<file path="config.mk">
export PLATFORM = sky130hd
export DESIGN_NAME = imem_loader_flat
export DESIGN_NICKNAME = d
export VERILOG_FILES = /design/src/rtl/imem_loader_pkg.sv /design/src/rtl/imem_loader_if.sv /design/src/rtl/imem_loader_word_packer.sv /design/src/rtl/imem_loader.sv /design/src/flat_wrapper.sv
export SDC_FILE = /design/constraint.sdc
export NUM_CORES = 1
export LEC_CHECK = 0
export ABC_AREA = 1
export CAP_MARGIN = 20
export CORE_ASPECT_RATIO = 1.2
export CORE_MARGIN = 8
export CORE_UTILIZATION = 50
export DETAILED_ROUTE_END_ITERATION = 16
export PLACE_DENSITY = 0.74
export SETUP_SLACK_MARGIN = 0.1
export SYNTH_ARGS = -nofsm -noshare
export SYNTH_HDL_FRONTEND = slang
export SYNTH_SLANG_ARGS = --single-unit
</file>
<file path="constraint.sdc">
create_clock -name clk -period 5.3 [get_ports clk]
set_clock_uncertainty 0.15 [all_clocks]
set_input_delay 1.06 -clock clk [delete_from_list [all_inputs] [get_ports clk]]
set_output_delay 1.06 -clock clk [all_outputs]
set_load 0.01 [all_outputs]
</file>
<file path="src/rtl/imem_loader_pkg.sv">
// Shared loader/IMEM definitions: FSM state encodings, default IMEM geometry.
package imem_loader_pkg;
  localparam int IMEM_ADDR_W = 8;
  localparam int IMEM_DEPTH  = 256;

  typedef enum logic [2:0] {
    ST_IDLE   = 3'd0,
    ST_LEN_LO = 3'd1,
    ST_LEN_HI = 3'd2,
    ST_DATA   = 3'd3,
    ST_DRAIN  = 3'd4,
    ST_DONE   = 3'd5,
    ST_CSUM   = 3'd6
  } ld_state_t;
endpackage

</file>
<file path="src/rtl/imem_loader_if.sv">
// Loader bus: host byte stream in, IMEM write port and status out.
// master = host/byte source side, slave = loader side.
interface imem_loader_if #(parameter int ADDR_W = imem_loader_pkg::IMEM_ADDR_W);
  logic              start;
  logic              s_valid;
  logic [7:0]        s_data;
  logic              s_ready;
  logic              im_we;
  logic [ADDR_W-1:0] im_addr;
  logic [31:0]       im_wdata;
  logic              cpu_hold;
  logic              busy;
  logic              done;
  logic              err;

  modport master (output start, s_valid, s_data,
                  input  s_ready, im_we, im_addr, im_wdata, cpu_hold, busy, done, err);
  modport slave  (input  start, s_valid, s_data,
                  output s_ready, im_we, im_addr, im_wdata, cpu_hold, busy, done, err);
endinterface

</file>
<file path="src/rtl/imem_loader_word_packer.sv">
// word_packer: collects 4 stream bytes little-endian into a 32-bit word.
// o_word_valid/o_word are combinational on the 4th byte so the caller can
// register the write in the same edge that accepts the byte.
module word_packer (
  input  logic        clk,
  input  logic        rst,
  input  logic        i_clr,
  input  logic        i_en,
  input  logic [7:0]  i_data,
  output logic        o_word_valid,
  output logic [31:0] o_word
);
  logic [1:0]  r_cnt;
  logic [31:0] r_sr;

  // Newest byte enters at the top, so the first byte ends in [7:0].
  assign o_word       = {i_data, r_sr[31:8]};
  assign o_word_valid = i_en && (r_cnt == 2'd3);

  // Byte counter and shift register; a new load discards any partial word.
  always_ff @(posedge clk) begin
    if (!rst || i_clr) begin
      r_cnt <= 2'd0;
      r_sr  <= 32'd0;
    end else if (i_en) begin
      r_cnt <= r_cnt + 2'd1;
      r_sr  <= o_word;
    end
  end
endmodule

</file>
<file path="src/rtl/imem_loader.sv">
// imem_loader: boot-time byte-stream loader into instruction memory.
// Holds the CPU in reset until a clean load finishes.
// Optional: IMEM_LOADER_CHECKSUM_EN adds a trailing XOR checksum byte.
module imem_loader
  import imem_loader_pkg::*;
#(
  parameter int ADDR_W = IMEM_ADDR_W,
  parameter int DEPTH  = IMEM_DEPTH
) (
  input logic          clk,
  input logic          rst,
  imem_loader_if.slave bus
);
  localparam logic [16:0]       LP_DEPTH = 17'(DEPTH);
  localparam logic [ADDR_W:0]   LP_WLAST = (ADDR_W+1)'(DEPTH - 1);
  localparam logic [ADDR_W-1:0] LP_ALAST = ADDR_W'(DEPTH - 1);

  ld_state_t         r_state;
  logic              r_s_ready, r_im_we, r_cpu_hold, r_done, r_err;
  logic [ADDR_W-1:0] r_im_addr;
  logic [31:0]       r_im_wdata;
  logic [7:0]        r_len_lo;
  logic [15:0]       r_remain;   // words still expected in the stream
  logic [ADDR_W:0]   r_written;  // words actually written this load

  logic        w_accept, w_start, w_pack_en, w_word_valid, w_last;
  logic [31:0] w_word;
  logic [15:0] w_len;

  assign w_accept  = bus.s_valid && r_s_ready;
  assign w_start   = bus.start && (r_state == ST_IDLE || r_state == ST_DONE);
  assign w_pack_en = w_accept && (r_state == ST_DATA || r_state == ST_DRAIN);
  assign w_len     = {bus.s_data, r_len_lo};
  // Last byte of the length+data body: empty program, or final word's 4th byte.
  assign w_last    = (w_accept && r_state == ST_LEN_HI && w_len == 16'd0) ||
                     (w_word_valid && r_remain == 16'd1);

  word_packer u_pack (
    .clk          (clk),
    .rst          (rst),
    .i_clr        (w_start),
    .i_en         (w_pack_en),
    .i_data       (bus.s_data),
    .o_word_valid (w_word_valid),
    .o_word       (w_word)
  );

`ifdef IMEM_LOADER_CHECKSUM_EN
  logic [7:0] r_xor;
  logic       w_csum_bad;
  assign w_csum_bad = bus.s_data != r_xor;

  // Running XOR over every data byte, drained ones included.
  always_ff @(posedge clk) begin
    if (!rst || w_start) r_xor <= 8'd0;
    else if (w_pack_en)  r_xor <= r_xor ^ bus.s_data;
  end
`endif

  // Loader FSM with registered handshake, write-port and status outputs.
  always_ff @(posedge clk) begin
    if (!rst) begin
      r_state    <= ST_IDLE;
      r_s_ready  <= 1'b0;
      r_im_we    <= 1'b0;
      r_im_addr  <= '0;
      r_im_wdata <= 32'd0;
      r_cpu_hold <= 1'b1;
      r_done     <= 1'b0;
      r_err      <= 1'b0;
      r_len_lo   <= 8'd0;
      r_remain   <= 16'd0;
      r_written  <= '0;
    end else begin
      r_im_we <= 1'b0;
      // Address advances after the pulse; it saturates rather than wrapping.
      if (r_im_we && r_im_addr != LP_ALAST) r_im_addr <= r_im_addr + ADDR_W'(1);

      case (r_state)
        ST_LEN_LO: if (w_accept) begin
          r_len_lo <= bus.s_data;
          r_state  <= ST_LEN_HI;
        end
        ST_LEN_HI: if (w_accept) begin
          r_remain <= w_len;
          r_state  <= ST_DATA;
          if ({1'b0, w_len} > LP_DEPTH) r_err <= 1'b1;
        end
        ST_DATA: if (w_word_valid) begin
          r_im_we    <= 1'b1;
          r_im_wdata <= w_word;
          r_remain   <= r_remain - 16'd1;
          r_written  <= r_written + (ADDR_W+1)'(1);
          if (r_written == LP_WLAST) r_state <= ST_DRAIN;
        end
        ST_DRAIN: if (w_word_valid) r_remain <= r_remain - 16'd1;
`ifdef IMEM_LOADER_CHECKSUM_EN
        ST_CSUM: if (w_accept) begin
          r_state    <= ST_DONE;
          r_s_ready  <= 1'b0;
          r_done     <= 1'b1;
          r_err      <= r_err | w_csum_bad;
          r_cpu_hold <= r_err | w_csum_bad;
        end
`endif
        default: ;
      endcase

      if (w_last) begin
`ifdef IMEM_LOADER_CHECKSUM_EN
        r_state    <= ST_CSUM;
`else
        r_state    <= ST_DONE;
        r_s_ready  <= 1'b0;
        r_done     <= 1'b1;
        r_cpu_hold <= r_err;
`endif
      end

      if (w_start) begin
        r_state    <= ST_LEN_LO;
        r_s_ready  <= 1'b1;
        r_cpu_hold <= 1'b1;
        r_done     <= 1'b0;
        r_err      <= 1'b0;
        r_im_addr  <= '0;
        r_written  <= '0;
      end
    end
  end

  assign bus.s_ready  = r_s_ready;
  assign bus.im_we    = r_im_we;
  assign bus.im_addr  = r_im_addr;
  assign bus.im_wdata = r_im_wdata;
  assign bus.cpu_hold = r_cpu_hold;
  assign bus.done     = r_done;
  assign bus.err      = r_err;
  assign bus.busy     = !(r_state == ST_IDLE || r_state == ST_DONE);
endmodule

</file>
<file path="src/flat_wrapper.sv">
// flat-port wrapper written by rule: the top's interface ports become plain ports
module imem_loader_flat import imem_loader_pkg::*;
#(
  parameter int ADDR_W = IMEM_ADDR_W,
  parameter int DEPTH  = IMEM_DEPTH
)
  (clk, rst, bus_start, bus_s_valid, bus_s_data, bus_s_ready, bus_im_we, bus_im_addr, bus_im_wdata, bus_cpu_hold, bus_busy, bus_done, bus_err);
  imem_loader_if #(.ADDR_W(ADDR_W)) bus_i ();
  input logic clk;
  input logic rst;
  input wire logic [$bits(bus_i.start)-1:0] bus_start;
  input wire logic [$bits(bus_i.s_valid)-1:0] bus_s_valid;
  input wire logic [$bits(bus_i.s_data)-1:0] bus_s_data;
  output wire logic [$bits(bus_i.s_ready)-1:0] bus_s_ready;
  output wire logic [$bits(bus_i.im_we)-1:0] bus_im_we;
  output wire logic [$bits(bus_i.im_addr)-1:0] bus_im_addr;
  output wire logic [$bits(bus_i.im_wdata)-1:0] bus_im_wdata;
  output wire logic [$bits(bus_i.cpu_hold)-1:0] bus_cpu_hold;
  output wire logic [$bits(bus_i.busy)-1:0] bus_busy;
  output wire logic [$bits(bus_i.done)-1:0] bus_done;
  output wire logic [$bits(bus_i.err)-1:0] bus_err;
  assign bus_i.start = bus_start;
  assign bus_i.s_valid = bus_s_valid;
  assign bus_i.s_data = bus_s_data;
  assign bus_s_ready = bus_i.s_ready;
  assign bus_im_we = bus_i.im_we;
  assign bus_im_addr = bus_i.im_addr;
  assign bus_im_wdata = bus_i.im_wdata;
  assign bus_cpu_hold = bus_i.cpu_hold;
  assign bus_busy = bus_i.busy;
  assign bus_done = bus_i.done;
  assign bus_err = bus_i.err;
  imem_loader #(.ADDR_W(ADDR_W), .DEPTH(DEPTH)) u_core (.clk(clk), .rst(rst), .bus(bus_i));
endmodule
</file>
==> After elaboration in Yosys (flattened, before gate mapping) <==
Index checks and enable logic that the tools add are counted.
{ "classes": {"eq_ne": 22, "reduce_logical": 32, "n_mux": 13, "bitwise_logic": 1, "n_addsub": 4, "magnitude_cmp": 1} }
{ "ops": {"columns": ["op", "n"], "rows": [
  ["2-to-1 mux 16 bit", 2],
  ["case mux 16 bit (2 select lines)", 1],
  ["== test 16 x 1 -> 1 bit (second input constant)", 1],
  ["greater-than comparator 16 x 9 -> 1 bit (second input constant)", 1],
  ["zero test 16 bit", 1],
  ["subtractor 16 x 1 -> 16 bit (second input constant)", 1],
  ["2-to-1 mux 3 bit", 5],
  ["AND reduction 5 bit", 3],
  ["!= test 4 x 2 -> 1 bit (second input constant)", 3],
  ["adder 9 x 1 -> 9 bit (second input constant)", 1],
  ["== test 9 x 8 -> 1 bit (second input constant)", 1],
  ["!= test 3 x 1 -> 1 bit (second input constant)", 3],
  ["case mux 3 bit (3 select lines)", 1],
  ["adder 8 x 1 -> 8 bit (second input constant)", 1],
  ["logical AND 1 bit", 8],
  ["!= test 2 x 1 -> 1 bit (second input constant)", 4],
  ["!= test 8 bit (second input constant)", 1],
  ["== test 3 x 2 -> 1 bit (second input constant)", 2],
  ["== test 3 bit (second input constant)", 2],
  ["AND reduction 2 bit", 3],
  ["AND reduction 3 bit", 2],
  ["nonzero test 5 bit", 1],
  ["logical OR 1 bit", 4],
  ["2-to-1 mux 1 bit", 4],
  ["14 further kinds", 17]
]} }
{ "word_totals": {"ff_bits": 115, "in_bits": 12, "out_inout_bits": 46} }

==> Depth between registers and ports, before layout <==
{ "depth": {"depth_word": 8, "ltp_mapped": 12} }

==> Hierarchy <==
Synthesis repeated with hierarchy kept, for this count alone.
{ "hier_totals": {"hier_cells": 708, "hier_area_um2": 4892.2} }
{ "modules_own_cells": {"columns": ["module", "area_each_um2", "seq_area_each_um2", "instances", "cells_per_inst"], "rows": [
  ["imem_loader", 3853.7, 1621.6, 1, 581],
  ["word_packer", 1038.5, 520.5, 1, 127]
]} }

==> Worst setup path after synthesis <==
Ideal clock, no wire load.
{ "synth_path": {"path_kind": "input -> register", "startpoint": "in bus_s_valid", "endpoint": "reg u_core.r_im_wdata[19] (netlist: u_core.bus.im_wdata[19])", "setup_slack_ps": 2956, "cell_stages": 9, "setup_time_ps": 119, "t_arrival_ps": 2074, "path_cell_list": "nand2_1 inv_1 nand3_2 nor2_2 nand2_1 inv_2 buf_2 buf_2 a21oi_1"} }
{ "synth_via": {"elab_chain_len": 4} }
{ "synth_lines": {"columns": ["element", "line", "rtl"], "rows": [
  ["start: declaration", "flat_wrapper.sv:12", "input wire logic [$bits(bus_i.s_valid)-1:0] bus_s_valid;"],
  ["logical AND 1 bit", "imem_loader.sv:30", "assign w_accept = bus.s_valid && r_s_ready;"],
  ["logical AND 1 bit", "imem_loader.sv:32", "assign w_pack_en = w_accept && (r_state == ST_DATA || r_state == ST_DRAIN);"],
  ["logical AND 1 bit", "imem_loader_word_packer.sv:18", "assign o_word_valid = i_en && (r_cnt == 2'd3);"],
  ["AND reduction 2 bit (no line)", null, null],
  ["end signal: assignment", "imem_loader.sv:91", "r_im_wdata <= w_word;"],
  ["end: declaration", "imem_loader.sv:21", "logic [31:0] r_im_wdata;"]
]} }
No other way between the ends.
A chain may end at the register's enable or synchronous reset.

==> Worst setup path in the final report <==
{ "layout_path": {"startpoint": "in bus_s_valid", "endpoint": "reg u_core.r_written[2]"} }
{ "layout_via": {"elab_chain_len": 4} }
{ "layout_lines": {"columns": ["element", "line", "rtl"], "rows": [
  ["logical AND 1 bit", "imem_loader.sv:30", null],
  ["logical AND 1 bit", "imem_loader.sv:32", null],
  ["logical AND 1 bit", "imem_loader_word_packer.sv:18", null],
  ["AND reduction 2 bit (no line)", null, null],
  ["end signal: assignment", "imem_loader.sv:93", "r_written <= r_written + (ADDR_W+1)'(1);"],
  ["end: declaration", "imem_loader.sv:24", "logic [ADDR_W:0] r_written;"]
]} }
No other way between the ends.

==> flow_metrics.env <==
export IMPL_first_global_vias=4192
export IMPL_synth_area_leader_cell="dfxtp_1"
export IMPL_start_util_pct=51.1
export IMPL_clock_latency_ns=0.37
export IMPL_synth_edf_count=0
export IMPL_hold_buffers=0
export IMPL_dp_cells=782
export IMPL_ir_worst_vdd_mv=0.167
export IMPL_synth_avg_cell_area_um2=7.31
export IMPL_max_freq_mhz=273
export IMPL_postSynthCellCount=632
export IMPL_pin_count=58
export IMPL_crit_top_cell="nand2_1"
export IMPL_die_x_um=104
export IMPL_synthMuxAreaShare_pct=0
export IMPL_timing_slew_headroom_pct=44.8
export IMPL_worst_path_max_delay_cell="inv_2"
export IMPL_r2r_end="u_core.r_written[2]$_SDFFE_PP0P_"
export IMPL_synthAdderAreaFrac_pct=1.62
export IMPL_setup_worst_path_end_class="flip-flop"
export IMPL_ys_seq_area_share_pct=46.4
export IMPL_ys_warnings_count=0
export IMPL_internal_power_mw=1.09
export IMPL_dp_hpwl_um=8290
export IMPL_grt_pass1_wl_um=19700
export IMPL_yosysUniqueCellTypes=31
export IMPL_hold_end="u_core.bus.im_wdata[5]$_SDFFE_PN0P_"
export IMPL_drive_gt1_share_pct=4.71
export IMPL_yosys_top_cells_area="dfxtp_1, a21oi_1, o21ai_0, nand2_1, inv_1"
export IMPL_dieArea_mm2=0.0126
export IMPL_r2r_setup_slack_ns=2.39
export IMPL_p_comb_share_pct=16.6
export IMPL_cap_violations=0
export IMPL_drcViolationCount=0
export IMPL_grt_overflow_total=0
export IMPL_hold_class="reg -> reg"
export IMPL_rsz0062_at_grt="false"
export IMPL_p_clk_share_pct=30.3
export IMPL_synth_area_mm2=0.00462
export IMPL_power_mw=1.59
export IMPL_period_share_pct=69.2
export IMPL_drt_pass1_iter_count=7
export IMPL_port_buffers=57
export IMPL_wl_per_cell_um=14.8
export IMPL_fill_cells=834
export IMPL_synthSimpleGateAreaFrac_pct=19.6
export IMPL_cts_buffers=9
export IMPL_r2r_cells=10
export IMPL_drt_initial_drc_count=283
export IMPL_instances_no_fill=799
export IMPL_post_cts_buffers=0
export IMPL_ys_ff_latch=107
export IMPL_layout_commonest_cell="dfxtp_1"
export IMPL_gp_congestion=0.950
export IMPL_status="finished, final reports clean"
export IMPL_cts_max_level=3
export IMPL_dpl_instance_area_mm2=0.00521
export IMPL_n_antenna_cell=0
export IMPL_tns_ns=0
export IMPL_postRouteAntennaNets=0
export IMPL_die_h_um=121
export IMPL_final_cell_mix="dfxtp_1, nand2_1, a21oi_1"
export IMPL_core_area_mm2=0.00903
export IMPL_swShare_pct=31.4
export IMPL_rows=38
export IMPL_clock_root_buffer="clkbuf_8"
export IMPL_seq_area_mm2=0.00214
export IMPL_finalHoldViolCount=0
export IMPL_slew_viol_final=0
export IMPL_cts_buffer_depth=2
export IMPL_synth_top_flop_cell="dfxtp_1"
export IMPL_cts_tree="built"
export IMPL_multi_input_area_mm2=0.00207
export IMPL_async_reset_ff_share_pct=0
export IMPL_synth_compound_area_share_pct=21.6
export IMPL_p_leak_nw=2.07
export IMPL_design_area_mm2=0.00541
export IMPL_cpPeakStageDelay_ns=0.62
export IMPL_critPathKind="in -> reg"
export IMPL_cp_start_kind="input pin"
export IMPL_netlist_area_leader_share_pct=46.4
export IMPL_synth_net_count=650
export IMPL_r2r_start="u_core.r_state[0]$_SDFFE_PN0P_"
export IMPL_vias_per_cell=5.42
export IMPL_min_from="u_core.u_pack.r_sr[13]$_SDFFE_PP0P_"
export IMPL_antenna_found_initial=0
export IMPL_path_cells="clkdlybuf4s50_1 -> nand2_1 -> inv_1 -> nand3_2 -> nor2_2 -> nand2_1 -> buf_4 -> inv_2 -> nand2_1 -> a211oi_1"
export IMPL_crit_required_ns=5.44
export IMPL_grt_use_total_pct=18.8
export IMPL_synth_xor_xnor_area_share_pct=1.90
export IMPL_finalSetupViolCount=0
export IMPL_crit_fanout=59
export IMPL_cts_clk_slew_worst_paths_ns=0.11
export IMPL_nNetsFinal=692
export IMPL_route_final_wire_length_um=11800
export IMPL_syn_to_final_growth_pct=17.1
export IMPL_tightest_slew_ns=0.827
export IMPL_p_seq_share_pct=53.1
export IMPL_cts_sinks=107
export IMPL_hold_depth=2
export IMPL_power_switching_mw=0.499
export IMPL_synth_top_family_by_area="compound AO/OA/AOI/OAI gates"
export IMPL_min_period_ns=3.67
export IMPL_vias=4327
export IMPL_grt_max_degree=60
export IMPL_cts_resized=0
export IMPL_p_per_area_mw_per_mm2=294
export IMPL_cp_arrival_ns=3.81
-- state kept, by name (all words and copies together) (netlist names) --
| register | cells |
|---|---|
| u_core.bus.s_ready | 1 |
| u_core.u_pack.r_cnt | 2 |
| u_core.r_written | 9 |
| u_core.r_len_lo | 8 |
| u_core.bus.im_wdata | 32 |
| u_core.u_pack.r_sr | 24 |
| u_core.bus.done | 1 |
| u_core.bus.im_addr | 8 |
| u_core.bus.im_we | 1 |
| u_core.r_remain | 16 |
| u_core.bus.cpu_hold | 1 |
| u_core.bus.err | 1 |
| u_core.r_state | 3 |
-- cells in the mapped netlist (2+ instances only) --
| library cell | count |
|---|---|
| inv_2 | 6 |
| a21oi_1 | 97 |
| xnor2_1 | 2 |
| o21ai_1 | 3 |
| o31ai_1 | 2 |
| ha_1 | 6 |
| nand3_1 | 25 |
| inv_1 | 65 |
| buf_4 | 3 |
| nor3_1 | 13 |
| clkbuf_1 | 11 |
| a31oi_1 | 5 |
| nor2_1 | 61 |
| buf_2 | 13 |
| or2_2 | 2 |
| o22ai_1 | 2 |
| nand2_2 | 2 |
| nand4_1 | 6 |
| o211ai_1 | 3 |
| o21ai_0 | 79 |
| dfxtp_1 | 107 |
| nor2_2 | 2 |
| nand2_1 | 100 |
| a211oi_1 | 3 |
| xor2_1 | 8 |
-- cell type report --
cell class | count | share of cell area [%]
flip-flops and latches | 107 | 39.6
well taps | 120 | 2.78
multi-input cells | 425 | 38.2
clock inverters | 6 | 1.13
inverters | 71 | 4.93
repair buffers | 60 | 11.0
clock buffers | 10 | 2.36
-- critical path, delay by kind of cell --
kind	cells	cell delay, ns
and+or+nand+nor	5	1.03
buffers and inverters	4	1.47
AOI/OAI and AO/OA	1	0.24
-- metal layers --
metal | GRT usage (%) | vias up | share of wire [%]
met4 | 6.53 | 0 | 2.0
met3 | 3.24 | 21 | 4.6
met1 | 21.4 | 2009 | 42
li1 | - | 2177 | -
met2 | 34.6 | 120 | 51
met5 | 0 | - | 0
-- stage by stage --
step	util, %	hold WS [ns]	setup WS (ns)
floorplan	-	0.286	2.96
global placement	57.7	0.301	1.39
detailed placement	57.7	0.310	1.28
CTS	59.8	0.315	1.67
global route	59.9	0.324	1.32
finish	59.9	0.319	1.63
-- worst max-delay path by stage --
stage | cells past startpoint | slack, ns | to | from
final | 10 | 1.63 | u_core.r_written[2]$_SDFFE_PP0P_ | bus_s_valid
after CTS | 10 | 1.67 | u_core.r_written[2]$_SDFFE_PP0P_ | bus_s_valid
after global placement | 10 | 1.39 | u_core.r_written[2]$_SDFFE_PP0P_ | bus_s_valid
after floorplan | 9 | 2.96 | u_core.bus.im_wdata[19]$_SDFFE_PN0P_ | bus_s_valid
after global routing | 10 | 1.32 | u_core.bus.im_wdata[27]$_SDFFE_PN0P_ | bus_s_valid
after detailed placement | 10 | 1.28 | u_core.r_written[2]$_SDFFE_PP0P_ | bus_s_valid
-- power by group through the flow --
stage | logic, mW | registers (mW) | clock network [mW]
global route | 0.299 | 0.846 | 0.525
CTS | 0.260 | 0.843 | 0.490
detailed placement | 0.259 | 0.861 | 0
global placement | 0.250 | 0.860 | 0
floorplan | 0.190 | 0.857 | 0
finish | 0.264 | 0.844 | 0.481
-- kinds of logic (layout without fill, tap and decap cells) --
logic type | count (synthesis) | count (layout)
and+or+nand+nor | 215 | 215
AOI/OAI and AO/OA | 194 | 194
DFF | 107 | 107
buffers and inverters | 100 | 147
xor gates and xnor gates | 10 | 10
adders and majority gates | 6 | 6
Power figures use the tool's default switching activity.
